**src/rtl/fifo_rd_drain_if.sv**
```systemverilog
`default_nettype none
// ============================================================================
// fifo_rd_drain_if : FIFO read port plus valid/ready output stream bundle
// Rev 1.0
// ============================================================================
interface fifo_rd_drain_if #(
    parameter int FIFO_WIDTH = 16
);
    logic                  fifo_empty;
    logic                  fifo_underflow;
    logic [FIFO_WIDTH-1:0] fifo_data_out;
    logic                  fifo_rd_en;
    logic [FIFO_WIDTH-1:0] m_data;
    logic                  m_valid;
    logic                  m_ready;

    modport master (
        input  fifo_empty,
        input  fifo_underflow,
        input  fifo_data_out,
        input  m_ready,
        output fifo_rd_en,
        output m_data,
        output m_valid
    );

    modport slave (
        output fifo_empty,
        output fifo_underflow,
        output fifo_data_out,
        output m_ready,
        input  fifo_rd_en,
        input  m_data,
        input  m_valid
    );
endinterface
`default_nettype wire

```
**src/rtl/fifo_rd_drain.sv**
```systemverilog
`default_nettype none
// ============================================================================
// fifo_rd_drain : FIFO read controller with a 2-entry valid/ready output buffer.
// Optional macro FIFO_RD_STATS_EN adds words_out / stall_cycles counters.
// Rev 1.0
// ============================================================================
module fifo_rd_drain #(
    parameter int FIFO_WIDTH = 16,
    parameter int BUF_DEPTH  = 2
) (
    input  wire logic       clk,
    input  wire logic       rst_n,
    input  wire logic       rd_enable,
    input  wire logic       flush,
    fifo_rd_drain_if.master bus,
    output logic            underflow_err
`ifdef FIFO_RD_STATS_EN
    ,
    output logic [15:0]     words_out,
    output logic [15:0]     stall_cycles
`endif
);

    generate
        if (BUF_DEPTH != 2) begin : g_depth_check
            $error("fifo_rd_drain: BUF_DEPTH must be 2");
        end
    endgenerate

    typedef enum logic [1:0] {
        ST_IDLE   = 2'd0,
        ST_ACTIVE = 2'd1,
        ST_FLUSH  = 2'd2
    } state_t;

    state_t                r_state;
    logic [FIFO_WIDTH-1:0] r_head;
    logic [FIFO_WIDTH-1:0] r_tail;
    logic [1:0]            r_occ;
    logic                  r_infl;

    logic                  w_pop;
    logic                  w_push;
    logic                  w_rd_en;
    logic [2:0]            w_pending;

    // Words already owned (buffered + in flight) after this cycle's pop; keeping
    // this below 2 guarantees every issued read has a free slot when it lands.
    assign w_pop     = bus.m_valid && bus.m_ready;
    assign w_pending = {1'b0, r_occ} + {2'b00, r_infl} - {2'b00, w_pop};
    assign w_rd_en   = (r_state == ST_ACTIVE) && rd_enable && !flush &&
                       !bus.fifo_empty && (w_pending < 3'd2);
    assign w_push    = r_infl && !bus.fifo_underflow && !flush;

    assign bus.fifo_rd_en = w_rd_en;
    assign bus.m_valid    = (r_occ != 2'd0);
    assign bus.m_data     = r_head;

    always_ff @(posedge clk) begin
        if (!rst_n) begin
            r_state       <= ST_IDLE;
            r_occ         <= 2'd0;
            r_infl        <= 1'b0;
            r_head        <= '0;
            r_tail        <= '0;
            underflow_err <= 1'b0;
        end else begin
            r_infl <= w_rd_en;
            if (r_infl && bus.fifo_underflow) begin
                underflow_err <= 1'b1;
            end

            // FLUSH lasts one cycle; every state leaves by the same rule.
            if (flush) begin
                r_state <= ST_FLUSH;
            end else if (rd_enable) begin
                r_state <= ST_ACTIVE;
            end else begin
                r_state <= ST_IDLE;
            end

            if (flush) begin
                r_occ <= 2'd0;
            end else begin
                case ({w_push, w_pop})
                    2'b10: begin
                        if (r_occ == 2'd0) begin
                            r_head <= bus.fifo_data_out;
                        end else begin
                            r_tail <= bus.fifo_data_out;
                        end
                        r_occ <= r_occ + 2'd1;
                    end
                    2'b01: begin
                        r_head <= r_tail;
                        r_occ  <= r_occ - 2'd1;
                    end
                    2'b11: begin
                        if (r_occ == 2'd1) begin
                            r_head <= bus.fifo_data_out;
                        end else begin
                            r_head <= r_tail;
                            r_tail <= bus.fifo_data_out;
                        end
                    end
                    default: begin
                    end
                endcase
            end
        end
    end

`ifdef FIFO_RD_STATS_EN
    always_ff @(posedge clk) begin
        if (!rst_n) begin
            words_out    <= 16'd0;
            stall_cycles <= 16'd0;
        end else begin
            if (w_pop && (words_out != 16'hFFFF)) begin
                words_out <= words_out + 16'd1;
            end
            if (bus.m_valid && !bus.m_ready && (stall_cycles != 16'hFFFF)) begin
                stall_cycles <= stall_cycles + 16'd1;
            end
        end
    end
`endif

endmodule
`default_nettype wire

```
**src/flat_wrapper.sv**
```systemverilog
// flat-port wrapper written by rule: the top's interface ports become plain ports
module fifo_rd_drain_flat 
#(
    parameter int FIFO_WIDTH = 16,
    parameter int BUF_DEPTH  = 2
)
  (clk, rst_n, rd_enable, flush, underflow_err, bus_fifo_empty, bus_fifo_underflow, bus_fifo_data_out, bus_m_ready, bus_fifo_rd_en, bus_m_data, bus_m_valid);
  fifo_rd_drain_if #(.FIFO_WIDTH(FIFO_WIDTH)) bus_i ();
  input  wire logic clk;
  input  wire logic rst_n;
  input  wire logic rd_enable;
  input  wire logic flush;
  output logic underflow_err;
  input wire logic [$bits(bus_i.fifo_empty)-1:0] bus_fifo_empty;
  input wire logic [$bits(bus_i.fifo_underflow)-1:0] bus_fifo_underflow;
  input wire logic [$bits(bus_i.fifo_data_out)-1:0] bus_fifo_data_out;
  input wire logic [$bits(bus_i.m_ready)-1:0] bus_m_ready;
  output wire logic [$bits(bus_i.fifo_rd_en)-1:0] bus_fifo_rd_en;
  output wire logic [$bits(bus_i.m_data)-1:0] bus_m_data;
  output wire logic [$bits(bus_i.m_valid)-1:0] bus_m_valid;
  assign bus_i.fifo_empty = bus_fifo_empty;
  assign bus_i.fifo_underflow = bus_fifo_underflow;
  assign bus_i.fifo_data_out = bus_fifo_data_out;
  assign bus_i.m_ready = bus_m_ready;
  assign bus_fifo_rd_en = bus_i.fifo_rd_en;
  assign bus_m_data = bus_i.m_data;
  assign bus_m_valid = bus_i.m_valid;
  fifo_rd_drain #(.FIFO_WIDTH(FIFO_WIDTH), .BUF_DEPTH(BUF_DEPTH)) u_core (.clk(clk), .rst_n(rst_n), .rd_enable(rd_enable), .flush(flush), .bus(bus_i), .underflow_err(underflow_err));
endmodule
```
**config.mk**
```make
export PLATFORM = sky130hd
export DESIGN_NAME = fifo_rd_drain_flat
export DESIGN_NICKNAME = d
export VERILOG_FILES = /design/src/rtl/fifo_rd_drain_if.sv /design/src/rtl/fifo_rd_drain.sv /design/src/flat_wrapper.sv
export SDC_FILE = /design/constraint.sdc
export NUM_CORES = 1
export LEC_CHECK = 0
export BUFFER_PORTS_ARGS = -buffer_cell sky130_fd_sc_hd__buf_2
export CORE_MARGIN = 1.5
export CORE_UTILIZATION = 45
export DETAILED_ROUTE_END_ITERATION = 8
export PLACE_DENSITY = 0.65
export SYNTH_ARGS = -nofsm -noshare
export SYNTH_HDL_FRONTEND = slang
export SYNTH_SLANG_ARGS = --single-unit
```
**constraint.sdc**
```tcl
create_clock -name clk -period 3.6 [get_ports clk]
set_input_delay 0.54 -clock clk [delete_from_list [all_inputs] [get_ports clk]]
set_output_delay 0.54 -clock clk [all_outputs]
set_load 0.02 [all_outputs]
```
# ---- Yosys cells after proc, flatten, opt, wreduce, memory -nomap -nowiden
# Index checks and enable logic that the tools add are counted.
dict set report totals {
  register_bits 38
  inputBits 23
  out_inout_bits 19
  word_cells 50
}
dict set report classes {
  n_addsub 4
  order_cmp 1
  eq_ne 8
  mux 9
  bitwise_logic 2
  n_reduce_logical 19
}
# cell n
set op_table {}
lappend op_table {{16-bit two-way mux} 4}
lappend op_table {{16-bit one-hot mux with 3 select lines} 1}
lappend op_table {{16-bit one-hot mux with 2 select lines} 1}
lappend op_table {{1-bit logical AND} 8}
lappend op_table {{2-bit by 1-bit equality test with 1-bit output (second input constant)} 3}
lappend op_table {{2-bit nonzero test} 3}
lappend op_table {{2-bit equality test (second input constant)} 2}
lappend op_table {{2-bit != test (second input constant)} 2}
lappend op_table {{2-bit one-hot mux with 2 select lines} 1}
lappend op_table {{4-bit AND reduction} 1}
lappend op_table {{2-bit by 1-bit adder with 3-bit output} 1}
lappend op_table {{1-bit logical NOT} 3}
lappend op_table {{3-bit by 2-bit < comparator with 1-bit output (second input constant)} 1}
lappend op_table {{3-bit AND reduction} 1}
lappend op_table {{3-bit nonzero test} 1}
lappend op_table {{3-bit by 1-bit subtractor with 3-bit output} 1}
lappend op_table {{2-bit by 1-bit adder with 2-bit output (second input constant)} 1}
lappend op_table {{2-bit logical NOT} 1}
lappend op_table {{2-bit two-way mux} 1}
lappend op_table {{2-bit by 1-bit != test with 1-bit output (second input constant)} 1}
lappend op_table {{1-bit inverter} 2}
lappend op_table {{2-bit OR reduction} 1}
lappend op_table {{2-bit by 1-bit subtractor with 2-bit output (second input constant)} 1}
lappend op_table {{1-bit two-way mux} 1}

# ---- Depth between registers and ports, before layout
dict set report depth {
  ltp_word 6
  ltp_mapped 12
}

# ---- Worst setup path after synthesis
# OpenSTA, ideal clock, no wires.
dict set report synth_timing {
  path_type {reg-to-output}
  start {reg u_core.r_occ[1]}
  end {out bus_fifo_rd_en}
  arrival_time_ns 2.615
  required_time_ns 3.060
  setup_slack_ns 0.445
  path_stages_with_launch 12
  n_path_buf 2
  cell_sequence {dfxtp_1 inv_1 ha_1 nand2b_1 buf_2 buf_1 nor2_1 o21ai_0 fa_1 nor4bb_1 nand3_1 nor2_1}
}
dict set report synth_via {
  elab_chain_len 5
  elab_cells_between_ends 6
  cone_classes {add/sub: 2; order compare: 1; reduce/logical: 3}
}
# element line
set synth_lines {}
lappend synth_lines {{start: declaration} fifo_rd_drain.sv:39} ;# logic [1:0] r_occ;
lappend synth_lines {{start signal: assignment} fifo_rd_drain.sv:92} ;# r_occ <= r_occ + 2'd1;
lappend synth_lines {{start signal: assignment} fifo_rd_drain.sv:96} ;# r_occ <= r_occ - 2'd1;
lappend synth_lines {{parallel branches: the longest is 2 deep, another holds 2-bit by 1-bit adder with 3-bit output} -}
lappend synth_lines {{3-bit by 1-bit subtractor with 3-bit output (*)} fifo_rd_drain.sv:50} ;# assign w_pending = {1'b0, r_occ} + {2'b00, r_infl} - {2'b00, w_pop};
lappend synth_lines {{3-bit by 2-bit < comparator with 1-bit output (*)} fifo_rd_drain.sv:52} ;# !bus.fifo_empty && (w_pending < 3'd2);
lappend synth_lines {{1-bit logical AND (*)} fifo_rd_drain.sv:52}
lappend synth_lines {{end: declaration} flat_wrapper.sv:18} ;# output wire logic [$bits(bus_i.fifo_rd_en)-1:0] bus_fifo_rd_en;
# Every way passes the cells marked *.

# ---- Worst setup path after layout
# Ends and elaborated chain as after synthesis.

==> impl_metrics.py <==
metrics = {
    "timing": {
        "final_max_slew_viol_count": 0,
        "period_share_pct": 91.3,
        "max_frequency_ghz": 0.304,
        "worstMarginPinSlew_ns": 0.846,
        "grt_setup_unrepaired": "no",
        "clock_skew_ns": 0.00503,
        "post-route-min-period_ns": 3.29,
        "final_hold_fails": 0,
        "sum_of_negative_setup_slack_ns": 0,
        "report.final.setup_viol": 0,
        "maxSlewHeadroom_pct": 43.6,
    },
    "synth": {
        "synth_area_per_cell_um2": 9.83,
        "synth_seq_cells": 38,
        "number_of_enable_flip_flop_cells_after_synthesis": 0,
        "dominantRegCellSynth": "dfxtp_1",
        "synth_area_um2": 2030,
        "synth.top_cells.by_area": "dfxtp_1 38%, mux2_2 8.9%, a221o_1 7.9%, a32o_1 7.9%, mux2i_1 7.9%",
        "netlist-cell-type-count": 30,
        "synth_largest_area_cell": "dfxtp_1",
        "postSynthNetCount": 234,
        "synth_warnings": 0,
        "synthCells": 206,
        "yosysMostFrequentCell": "dfxtp_1",
        "synth-seq-area-share_pct": 37.6,
        "netlist_top_cells_count": "38 x dfxtp_1, 32 x nand2_1, 18 x nand2b_1",
        "yosysTopAreaCellShare_pct": 37.6,
        "synthArstFlopShare_pct": 0,
    },
    "routing": {
        "detail_route.iter0.violations": 54,
        "routedWlPerCell_um": 14.4,
        "vias": 1672,
        "drtAntennaViolNets": 0,
        "detail_route.wirelength_um": 4250,
        "drt-pass1-iter-count": 5,
        "vias_per_cell": 5.67,
        "drc_violations_left": 0,
    },
    "cts": {
        "clock_latency_on_the_worst_skew_pair_ns": 0.30,
        "tritoncts_clock_tree": "yes",
        "hold_buffers": 0,
        "cts.htree.levels": 2,
        "clock-root-buffer": "clkbuf_8",
        "clock_tree.buffer_depth": 2,
        "cts_inserted_buffers": 5,
        "post_cts_resized": 0,
        "clkSlewWorstSetupHoldPaths_ns": 0.08,
        "cts.repair_timing.setup_buffer_count": 0,
        "cts.sinks": 38,
    },
    "cells_and_area": {
        "drive_above_1_share_pct": 30.0,
        "nets": 270,
        "area.growth.synth_to_final_pct": 18.2,
        "fill_cells": 409,
        "n_antenna_cell": 0,
    },
    "global_route": {
        "grtUsageMet2_pct": 30.8,
        "global_route.usage.met3_pct": 4.91,
        "global_route.peak_usage_layer": "met2",
        "number_of_global_route_vias_before_repair": 1581,
        "grt-ovfl-total": 0,
        "global_route_wire_length_before_repair_um": 7310,
        "grt_max_degree": 37,
        "groute.usage.overall_pct": 18.5,
        "number_of_antenna_violations_at_the_first_check_in_global_routing": 0,
        "use_met1_pct": 22.9,
    },
    "die": {
        "floorplan.io_pins": 42,
        "core.rowCount": 24,
        "coreArea_um2": 4350,
        "start_util_pct": 46.5,
        "area_of_the_die_um2": 4910,
        "die_height_um": 70.1,
        "die_width_um": 70.1,
    },
    "power": {
        "netSwitchingFraction_pct": 20.3,
        "p_sw_w": 0.000188,
        "seqPwrFrac_pct": 45.7,
        "clock_power_share_pct": 49.5,
        "total_power_w": 0.000923,
        "vdd_ir_drop_max_mv": 0.247,
        "p_per_area_nw_per_um2": 386,
        "internal-power_w": 0.000736,
        "combPwrFrac_pct": 4.8,
        "cell_leakage_power_nw": 1.03,
    },
    "critical_path": {
        "critPathArrivalTime_ns": 2.75,
        "critical_path.most_common_cell": "nor2_1",
        "critical_path_class": "flip-flop to output port",
        "cpLargestDelayFamily": "simple AND/OR/NAND/NOR gates",
        "critical-path-slowest-cell": "fa_1",
        "nature_of_the_critical_path_startpoint": "flip-flop",
        "worstPathBufferInverterCount": 2,
        "worstPathCellList": "inv_1 > ha_1 > nand2b_1 > nor2_1 > o21ai_0 > fa_1 > nor4bb_1 > nand3_1 > nor2_1 > buf_2",
        "critical_path.max_fanout": 5,
        "cp_data_required_time_ns": 3.06,
        "crit_path_max_incr_delay_ns": 0.50,
        "crit_path_capture_type": "output port",
    },
    "run_status": {
        "run_status": "finished, final reports clean",
    },
    "placed_design": {
        "placement.io_buffers": 41,
        "gp_congestion": 0.820,
        "hpwlAfterDp_um": 2740,
    },
    "run": {
        "drv.max_cap_violation_count": 0,
    },
    "hold_path": {
        "min-delay-path-class": "input pin to flip-flop",
    },
}
-- cells by family after synthesis --
logic type	count (synthesis)	share of synthesized area (%)
adder cells (fa/ha/maj)	5	3.46
buffers and inverters	24	5.31
XOR/XNOR	3	1.30
AO/OA/AOI/OAI	39	19.0
flip-flops	38	37.6
multiplexers	32	16.8
AND/OR/NAND/NOR	65	16.6
-- state kept, by name (all words and copies together) (netlist names) --
register              count
u_core.r_tail            16
u_core.underflow_err      1
u_core.r_infl             1
u_core.r_occ              2
u_core.bus.m_data        16
u_core.r_state            2
-- routing by layer --
layer / part of all wire [%] / wire length [um]
met5: 0 / 0
met1: 45 / 1920
met2: 47 / 2000
met3: 6.4 / 270
met4: 1.5 / 64
-- path summary, 6_finish.rpt --
kind | from | end | slack (ns) | depth (start not counted)
worst max register to register | u_core.r_occ[1] | u_core.bus.m_data[6] | 1.00 | 8
worst min register to register | u_core.bus.m_data[11] | u_core.bus.m_data[11] | 0.46 | 1
worst min-delay path | rd_enable | u_core.r_state[0] | 0.46 | 3
worst max-delay path | u_core.r_occ[1] | bus_fifo_rd_en | 0.31 | 10
-- final cells by class --
type | instances | area (um2) | area share [%]
Clock buffer | 6 | 82.6 | 3.45
Clock inverter | 2 | 60.1 | 2.51
Timing Repair Buffer | 46 | 243 | 10.1
Tap cell | 52 | 65.1 | 2.72
Inverter | 7 | 26.3 | 1.10
Multi-Input combinational cell | 144 | 1160 | 48.3
Sequential cell | 38 | 761 | 31.8
-- tightest hold or removal path: stages --
cell,delay [ns]
buf_2,0.10
inv_1,0.05
nor2_1,0.04
-- placed cells by master, fill, tap and decap left out, types with 3 or more instances in the layout --
cell type  netlist  final
ha_1             4      4
nand2b_1        18     18
a32o_1          16     16
nand2_1         32     32
buf_2            2     41
mux2i_1         16     16
buf_4            0      5
a21oi_1          3      3
mux2_2          16     16
a221o_1         16     16
inv_1            7      7
nor2_1           6      6
clkbuf_8         0      6
dfxtp_1         38     38
-- power groups by stage --
stage / clock (W) / combinational, W / sequential [W]
floorplan: 0 / 0.0000240 / 0.000432
global placement: 0 / 0.0000441 / 0.000432
detailed placement: 0 / 0.0000448 / 0.000432
CTS: 0.000466 / 0.0000449 / 0.000422
global route: 0.000476 / 0.0000506 / 0.000422
finish: 0.000457 / 0.0000444 / 0.000422
-- through the flow --
stage	worst slack, ns	utilization (%)	cells	area (um2)	hold slack, ns
detailed placement	0.648	51.7	287	2250	0.449
global route	0.132	55.0	295	2390	0.481
CTS	0.309	55.0	295	2390	0.455
global placement	0.768	51.7	287	2250	0.446
floorplan	0.445	-	206	2030	0.438
finish	0.315	55.0	295	2390	0.462
Note: power is estimated with default switching activity, not from simulation.
